==> src/rtl/osc_monitor.sv <==
// Clocked oscillation monitor: synchronises NUM_CH asynchronous nets, counts toggles per
// channel inside a repeating cycle window and raises sticky flags, an irq pulse and an event count.
module osc_monitor #(
    parameter int NUM_CH      = 8,
    parameter int WINDOW      = 16,
    parameter int THRESH      = 2,
    parameter int SYNC_STAGES = 2,
    parameter int EDGE_MODE   = 0,
    parameter int EVT_W       = 8
) (
    input  logic              clk,
    input  logic              rst_n,
    input  logic              enable,
    input  logic              clr,
    input  logic [NUM_CH-1:0] sig_in,
    output logic [NUM_CH-1:0] osc_ch,
    output logic              osc_flag,
    output logic              irq,
    output logic              window_tick,
    output logic [EVT_W-1:0]  evt_cnt
);
    localparam int CNT_W = $clog2(THRESH + 1);
    localparam int WIN_W = $clog2(WINDOW);
    localparam logic [CNT_W-1:0] CNT_SAT  = CNT_W'(THRESH);
    localparam logic [CNT_W-1:0] CNT_HIT  = CNT_W'(THRESH - 1);
    localparam logic [WIN_W-1:0] WIN_LAST = WIN_W'(WINDOW - 1);

    typedef enum logic [1:0] {IDLE, PRIME, RUN} state_t;

    state_t                                state;
    state_t                                state_next;
    logic [SYNC_STAGES-1:0][NUM_CH-1:0]    sync_q;
    logic [NUM_CH-1:0]                     s_last;
    logic [NUM_CH-1:0]                     prev;
    logic [NUM_CH-1:0]                     tog;
    logic [NUM_CH-1:0]                     hit;
    logic [NUM_CH-1:0]                     osc_next;
    logic [CNT_W-1:0]                      tog_cnt [NUM_CH];
    logic [WIN_W-1:0]                      win_cnt;
    logic                                  run_active;
    logic                                  win_last;
    logic                                  any_hit;

    // Synchroniser runs regardless of FSM state so s_last is settled when PRIME samples it.
    always_ff @(posedge clk or negedge rst_n) begin
        if (!rst_n) begin
            sync_q <= '0;
        end else begin
            sync_q <= {sync_q[SYNC_STAGES-2:0], sig_in};
        end
    end

    assign s_last = sync_q[SYNC_STAGES-1];

    always_ff @(posedge clk or negedge rst_n) begin
        if (!rst_n) begin
            state <= IDLE;
        end else begin
            state <= state_next;
        end
    end

    always_comb begin
        state_next = state;
        case (state)
            IDLE:    if (enable) state_next = PRIME;
            PRIME:   state_next = enable ? RUN : IDLE;
            RUN:     if (!enable) state_next = IDLE;
            default: state_next = IDLE;
        endcase
    end

    // A RUN cycle with enable low behaves like IDLE: no counting, counters cleared at its edge.
    assign run_active  = (state == RUN) && enable;
    assign win_last    = (win_cnt == WIN_LAST);
    assign window_tick = run_active && win_last;
    assign tog         = (EDGE_MODE == 0) ? (s_last ^ prev) : (s_last & ~prev);

    always_comb begin
        hit = '0;
        for (int i = 0; i < NUM_CH; i++) begin
            hit[i] = run_active && tog[i] && (tog_cnt[i] == CNT_HIT);
        end
    end

    assign any_hit = |hit;

    always_ff @(posedge clk or negedge rst_n) begin
        if (!rst_n) begin
            prev    <= '0;
            win_cnt <= '0;
            for (int i = 0; i < NUM_CH; i++) tog_cnt[i] <= '0;
        end else if (state == PRIME) begin
            prev    <= s_last;
            win_cnt <= '0;
            for (int i = 0; i < NUM_CH; i++) tog_cnt[i] <= '0;
        end else if (run_active) begin
            prev    <= s_last;
            win_cnt <= win_last ? '0 : win_cnt + WIN_W'(1);
            for (int i = 0; i < NUM_CH; i++) begin
                if (win_last) begin
                    tog_cnt[i] <= '0;
                end else if (tog[i] && (tog_cnt[i] != CNT_SAT)) begin
                    tog_cnt[i] <= tog_cnt[i] + CNT_W'(1);
                end
            end
        end else begin
            win_cnt <= '0;
            for (int i = 0; i < NUM_CH; i++) tog_cnt[i] <= '0;
        end
    end

    // Set beats clear so a hit landing on a clr cycle is never lost.
    assign osc_next = (clr ? '0 : osc_ch) | hit;

    always_ff @(posedge clk or negedge rst_n) begin
        if (!rst_n) begin
            osc_ch  <= '0;
            irq     <= 1'b0;
            evt_cnt <= '0;
        end else begin
            osc_ch <= osc_next;
            irq    <= |(hit & ~osc_ch);
            if (clr) begin
                evt_cnt <= EVT_W'(any_hit);
            end else if (any_hit && (evt_cnt != {EVT_W{1'b1}})) begin
                evt_cnt <= evt_cnt + EVT_W'(1);
            end
        end
    end

    assign osc_flag = |osc_ch;

endmodule

==> config.mk <==
export PLATFORM = sky130hd
export DESIGN_NAME = osc_monitor
export DESIGN_NICKNAME = d
export VERILOG_FILES = /design/src/rtl/osc_monitor.sv
export SDC_FILE = /design/constraint.sdc
export NUM_CORES = 1
export LEC_CHECK = 0
export ABC_CLOCK_PERIOD_IN_PS = 4700
export CAP_MARGIN = 25
export CORE_AREA = 5 5 75 77
export CTS_CLUSTER_DIAMETER = 100
export DETAILED_ROUTE_END_ITERATION = 16
export DIE_AREA = 0 0 80 82
export PLACE_DENSITY = 0.82
export REMOVE_ABC_BUFFERS = 1
export SETUP_SLACK_MARGIN = 0.15
export SYNTH_ARGS = -nofsm -noshare
export SYNTH_HDL_FRONTEND = slang
export SYNTH_SLANG_ARGS = --single-unit
==> constraint.sdc <==
create_clock -name clk -period 4.7 [get_ports clk]
set_input_delay 1.175 -clock clk [delete_from_list [all_inputs] [get_ports clk]]
set_output_delay 1.175 -clock clk [all_outputs]
set_load 0.02 [all_outputs]
==> results of run 1 <==
-- synthesized netlist by cell type, types with 4 or more instances --
cell,count
nand3_1,12
inv_1,25
nor2b_1,9
o21ai_0,10
a21oi_1,4
xor2_1,9
o22ai_1,4
xnor2_1,7
ha_1,18
mux2_1,8
dfrtp_1,63
nor2_1,25
mux2i_1,6
nand2_1,6
-- layer usage --
| layer | part of all wire [%] | global-route usage, % | wire, µm | up-vias |
|---|---|---|---|---|
| met5 | 0 | 0 | 0 | - |
| met4 | 2.4 | 9.63 | 119 | 0 |
| met3 | 5.9 | 4.39 | 291 | 10 |
| met2 | 46 | 27.8 | 2250 | 47 |
| met1 | 46 | 22.0 | 2270 | 902 |
| li1 | - | - | - | 906 |
-- through the flow --
stage / utilization [%] / hold WS [ns] / setup WS (ns) / std cells
after global placement: 64.1 / 0.333 / 0.985 / 344
after floorplan: - / 0.331 / 1.80 / 243
after detailed placement: 64.1 / 0.335 / 0.973 / 344
after global routing: 68.1 / 0.355 / 0.883 / 359
final: 68.1 / 0.343 / 0.962 / 359
after CTS: 68.1 / 0.350 / 0.956 / 359
-- flip-flops by register name, summed over array words and instances (netlist names), 2 cells and up --
register and cells:
osc_ch 8, state 2, win_cnt 4, sync_q 8
tog_cnt 16, s_last 8, prev 8, evt_cnt 8
-- cells by family after synthesis --
logic type	after synthesis
AO/OA/AOI/OAI	29
XOR/XNOR	16
adder cells (fa/ha/maj)	18
buffers and inverters	31
flip-flops	63
multiplexers	16
AND/OR/NAND/NOR	76
-- power by group --
part / leakage [nW] / internal [W] / switching, W
logic: 0.578 / 0.0000714 / 0.0000774
registers: 0.822 / 0.000575 / 0.0000213
clock network: 0.105 / 0.000268 / 0.000196
-- critical path, cell delays in order --
cell,delay [ns]
clkdlybuf4s50_1,0.49
nand2_1,0.08
nor3_1,0.18
clkdlybuf4s50_1,0.63
-- how the worst max path moves through the flow --
| stage | start | to | slack (ns) | depth (start not counted) |
|---|---|---|---|---|
| after global placement | enable | window_tick | 0.98 | 4 |
| final | enable | window_tick | 0.96 | 4 |
| after detailed placement | enable | window_tick | 0.97 | 4 |
| after CTS | enable | window_tick | 0.96 | 4 |
| after floorplan | enable | window_tick | 1.80 | 2 |
| after global routing | enable | window_tick | 0.88 | 4 |
-- cell type report --
class / instances / area (µm²) / share of cell area (%)
clock buffer: 11 / 151 / 4.50
clock inverter: 4 / 45.0 / 1.34
inverter: 25 / 93.8 / 2.79
multi-input combinational: 155 / 1110 / 33.0
sequential: 63 / 1580 / 46.8
tap: 70 / 87.6 / 2.60
timing repair buffer: 31 / 303 / 8.99
==> flow_summary_export.csv, run 1 <==
group,metric,value,unit
outcome,status,"completed",
logic_synthesis,synth_area_per_cell,11.3,µm²
clock_network,cts-root-buf,"clkbuf_8",
sta,rsz0062_at_grt,"no",
pwr,peakVddDrop,0.000334,V
pwr,p_total,0.00121,W
final_layout,nNetsFinal,315,
sta,finalMaxSlewViolations,0,
grt,grt.overflow.total,0,
clock_network,cts_resized,0,
clock_network,path_clk_slew,0.06,ns
sta,hold_violations,0,
clock_network,htree_levels,3,
sta,fin_tns_setup,0,ns
logic_synthesis,yosys.area.top_type,"dfrtp_1",
job,max_cap_violations,0,
setup_path,crit_type,"in -> out",
sta,min_period,3.74,ns
clock_network,clk_latency,0.34,ns
worst_hold_path,hold_start,"sync_q[5]$_DFF_PN0_",
pwr,p_per_area,359,mW/mm²
routing,num_vias,1865,
worst_hold_path,hold-path-cell-count,0,
routing,drtIter0Drc,76,
logic_synthesis,synth-simple-area-share,13.9,%
logic_synthesis,synth_fa_ha_area_share,8.01,%
place,gp_congestion,0.749,
clock_network,cts_tree,"yes",
final_layout,drive_gt1_share,6.57,%
setup_path,crit_path_end_kind,"output pin",
final_layout,n_antenna_cell,0,
logic_synthesis,synth_xor_area_share,4.98,%
sta,max_freq,0.268,GHz
setup_path,rr_startpoint,"state[0]$_DFFE_PN0P_",
clock_network,cts_hold_repair.buffers,0,
clock_network,post-cts-setup-buffer-count,0,
place,port_buffers,30,
floorplan,rows,26,
setup_path,cp_data_arrival_time,2.56,ns
logic_synthesis,synthMuxAreaShare,6.14,%
logic_synthesis,async_reset_ff_share,100,%
logic_synthesis,synth_area,0.00281,mm²
logic_synthesis,synthTopCellsByArea,"dfrtp_1 56%, ha_1 8.0%, inv_1 3.3%, nor2_1 3.3%, mux2_1 3.2%",
final_layout,area_growth,19.7,%
grt,grtUsageTotal,17.5,%
final_layout,final_common_cell,"dfrtp_1",
worst_hold_path,hold_path_end,"s_last[5]$_DFF_PN0_",
routing,vias_per_cell,5.19,
final_layout,nFillCells,376,
logic_synthesis,syn-instance-count,249,
routing,drt-total-wl,4930,µm
logic_synthesis,netlist.area_leader.share,56.0,%
sta,worst_slew_pin_slew,0.838,ns
floorplan,start_util,56.9,%
logic_synthesis,yosys_warnings,0,
clock_network,cts_made_buffers,9,
place,hpwlAfterDp,3420,µm
routing,drc,0,
floorplan,die_area,0.00656,mm²
final_layout,postLayoutCellArea,0.00337,mm²
grt,grt_antenna_before_repair,0,
place,placed_cell_area,0.00317,mm²
sta,period_share,79.5,%
logic_synthesis,synth_compound_area_share,6.45,%
setup_path,r2r_slack,2.40,ns
logic_synthesis,synth_edf_count,0,
grt,grt_max_degree,38,
setup_path,rr_endpoint,"evt_cnt[5]$_DFFE_PN0P_",
routing,detail_route.wl_per_cell,13.7,µm
clock_network,clock-sinks,63,
routing,postRouteAntennaNets,0,
logic_synthesis,synth_top_family_by_area,"simple AND/OR/NAND/NOR gates",
logic_synthesis,synthFlopType,"dfrtp_1",
setup_path,worstRegToRegCells,6,
floorplan,core_area,0.00494,mm²
final_layout,layout_common_cells,"63 x dfrtp_1, 29 x clkdlybuf4s50_1, 25 x inv_1, 25 x nor2_1, 18 x ha_1",
worst_hold_path,min_path_type,"reg -> reg",
logic_synthesis,ys_ff_latch,63,
sta,finClkSkew,0.00786,ns
logic_synthesis,seq_area_frac_synth,56.0,%
floorplan,io_pins,31,
setup_path,crit_fanout,4,
routing,detail_route.first_pass.iterations,4,
pwr,leakagePower,1.50,nW
sta,slew_headroom,44.1,%
floorplan,die_w,80,µm
floorplan,die_y,82,µm
setup_path,crit_required,3.52,ns
grt,grt_pass1_wl,8620,µm
sta,setup_viol,0,
grt,grt_pass1_vias,1889,
clock_network,clockBufferDepth,2,
setup_path,start_kind,"primary input",
logic_synthesis,yosysUniqueCellTypes,40,
(Power assumes the default switching activity.)
==> run 2: changes to the inputs <==
--- a/config.mk
+++ b/config.mk
@@ -5,13 +5,13 @@
 export SDC_FILE = /design/constraint.sdc
 export NUM_CORES = 1
 export LEC_CHECK = 0
-export ABC_CLOCK_PERIOD_IN_PS = 4700
+export ABC_CLOCK_PERIOD_IN_PS = 3890
 export CAP_MARGIN = 25
-export CORE_AREA = 5 5 75 77
+export CORE_AREA = 5 5 77 79
 export CTS_CLUSTER_DIAMETER = 100
 export DETAILED_ROUTE_END_ITERATION = 16
-export DIE_AREA = 0 0 80 82
-export PLACE_DENSITY = 0.82
+export DIE_AREA = 0 0 82 84
+export PLACE_DENSITY = 0.78
 export REMOVE_ABC_BUFFERS = 1
 export SETUP_SLACK_MARGIN = 0.15
 export SYNTH_ARGS = -nofsm -noshare
==> constraint.sdc (replaced) <==
create_clock -name clk -period 3.89 [get_ports clk]
set_input_delay 0.9725 -clock clk [delete_from_list [all_inputs] [get_ports clk]]
set_output_delay 0.9725 -clock clk [all_outputs]
set_load 0.02 [all_outputs]
==> flow_summary_export.csv, run 2 (same netlist as run 1, synthesis figures left out) <==
group,metric,value,unit
job,max_cap_violations,0,
routing,detail_route.wl_per_cell,13.4,µm
routing,vias_per_cell,5.14,
final_layout,postLayoutCellArea,0.00335,mm²
routing,drtIter0Drc,113,
worst_hold_path,hold_start,"sync_q[3]$_DFF_PN0_",
clock_network,cts-root-buf,"clkbuf_8",
outcome,status,"completed",
grt,grt_antenna_before_repair,0,
clock_network,clock-sinks,63,
final_layout,nNetsFinal,316,
floorplan,rows,27,
sta,rsz0062_at_grt,"no",
final_layout,largest_register_ffs,16,
final_layout,n_antenna_cell,0,
sta,setup_viol,0,
floorplan,die_area,0.00689,mm²
sta,finalMaxSlewViolations,0,
clock_network,clk_latency,0.32,ns
final_layout,final_common_cell,"dfrtp_1",
floorplan,start_util,53.4,%
clock_network,post-cts-setup-buffer-count,0,
floorplan,io_pins,31,
sta,period_share,85.5,%
setup_path,start_kind,"primary input",
floorplan,core_area,0.00527,mm²
sta,hold_violations,0,
floorplan,die_w,82,µm
place,gp_congestion,0.855,
clock_network,htree_levels,3,
grt,grt.overflow.total,0,
setup_path,crit_top_cell,"clkdlybuf4s50_1",
sta,slew_headroom,55.8,%
final_layout,nFillCells,420,
clock_network,cts_resized,0,
pwr,peakVddDrop,0.000286,V
setup_path,rr_startpoint,"state[0]$_DFFE_PN0P_",
sta,worst_slew_pin_slew,0.659,ns
sta,max_freq,0.301,GHz
pwr,p_total,0.00137,W
setup_path,cp_data_arrival_time,2.35,ns
final_layout,area_growth,19.1,%
setup_path,cp_cell_sequence,"clkdlybuf4s50_1 -> nand2_1 -> nor3_1 -> clkdlybuf4s50_1",
sta,min_period,3.32,ns
place,port_buffers,30,
setup_path,crit_path_end_kind,"output pin",
setup_path,crit_fanout,4,
routing,postRouteAntennaNets,0,
grt,grt_max_degree,39,
final_layout,layout_common_cells,"63 x dfrtp_1, 29 x clkdlybuf4s50_1, 25 x inv_1, 25 x nor2_1, 18 x ha_1",
grt,grt_pass1_wl,8200,µm
final_layout,drive_gt1_share,5.52,%
clock_network,cts_hold_repair.buffers,0,
setup_path,crit_start,"enable",
sta,fin_tns_setup,0,ns
setup_path,crit_type,"in -> out",
grt,grtUsageMet3,5.18,%
routing,drc,0,
routing,num_vias,1859,
pwr,p_per_area,408,mW/mm²
final_layout,top_register,"tog_cnt",
grt,busiest_layer,"met2",
clock_network,cts_tree,"yes",
place,hpwlAfterDp,3560,µm
floorplan,die_y,84,µm
grt,grt_pass1_vias,1804,
worst_hold_path,min_path_type,"reg -> reg",
setup_path,crit_slowest_cell,"clkdlybuf4s50_1",
place,placed_cell_area,0.00319,mm²
grt,grtUsageTotal,15.6,%
setup_path,slowest_delay,0.63,ns
setup_path,crit_required,2.92,ns
grt,met2_usage,24.1,%
routing,detail_route.first_pass.iterations,4,
grt,gr-usage-met1,20.7,%
clock_network,cts_made_buffers,9,
pwr,leakagePower,1.49,nW
clock_network,clockBufferDepth,2,
routing,drt-total-wl,4840,µm
clock_network,path_clk_slew,0.07,ns
sta,finClkSkew,0.00720,ns
==> run 2: changes by cell type in the layout (fill, tap and decap cells not counted) <==
cell,before,now
clkbuf_1,0,4
bufinv_16,1,0
buf_12,0,1
clkbuf_8,11,10
clkinv_2,3,1
==> run 2: metal layers <==
metal | vias up | share of wire [%] | routed length (µm)
li1 | 912 | - | -
met1 | 889 | 45 | 2200
met2 | 50 | 48 | 2320
met3 | 8 | 5.3 | 258
met4 | 0 | 1.3 | 64
met5 | - | 0 | 0
==> run 2: final cells by class <==
| type | instances | area (µm²) | area share (%) |
|---|---|---|---|
| inverter | 25 | 93.8 | 2.80 |
| multi-input combinational | 155 | 1110 | 33.1 |
| clock buffer | 14 | 153 | 4.56 |
| clock inverter | 1 | 5.00 | 0.149 |
| timing repair buffer | 32 | 323 | 9.63 |
| sequential | 63 | 1580 | 47.1 |
| tap | 72 | 90.1 | 2.69 |
==> run 2: per-stage QoR <==
stage               worst slack (ns)  utilization [%]  cells  hold slack [ns]
finish                         0.565             63.6    362            0.348
floorplan                       1.40                -    243            0.331
CTS                            0.564             63.6    362            0.350
global placement               0.578             60.2    346            0.331
global route                   0.471             63.6    362            0.368
detailed placement             0.581             60.6    347            0.339
==> run 2: path summary, 6_finish.rpt <==
check                                    endpoint  slack, ns  cells past startpoint
setup / recovery                      window_tick       0.57                      4
setup reg to reg           evt_cnt[5]$_DFFE_PN0P_       1.63                      6
min in group asynchronous  evt_cnt[6]$_DFFE_PN0P_       0.53                      1
hold / removal                s_last[3]$_DFF_PN0_       0.35                      0
hold reg to reg               s_last[3]$_DFF_PN0_       0.35                      0
max in group asynchronous     sync_q[2]$_DFF_PN0_       2.85                      2
==> run 2: critical path: cells and delay by family <==
family                 cells  cell delay, ns
AND/OR/NAND/NOR            2            0.26
buffers and inverters      2            1.12
==> run 2: report_power, final <==
group / total (W) / internal [W] / switching [W]
Sequential: 0.000720 / 0.000695 / 0.0000251
Clock: 0.000464 / 0.000245 / 0.000219
Combinational: 0.000185 / 0.0000882 / 0.0000966
Total: 0.00137 / 0.00103 / 0.000341
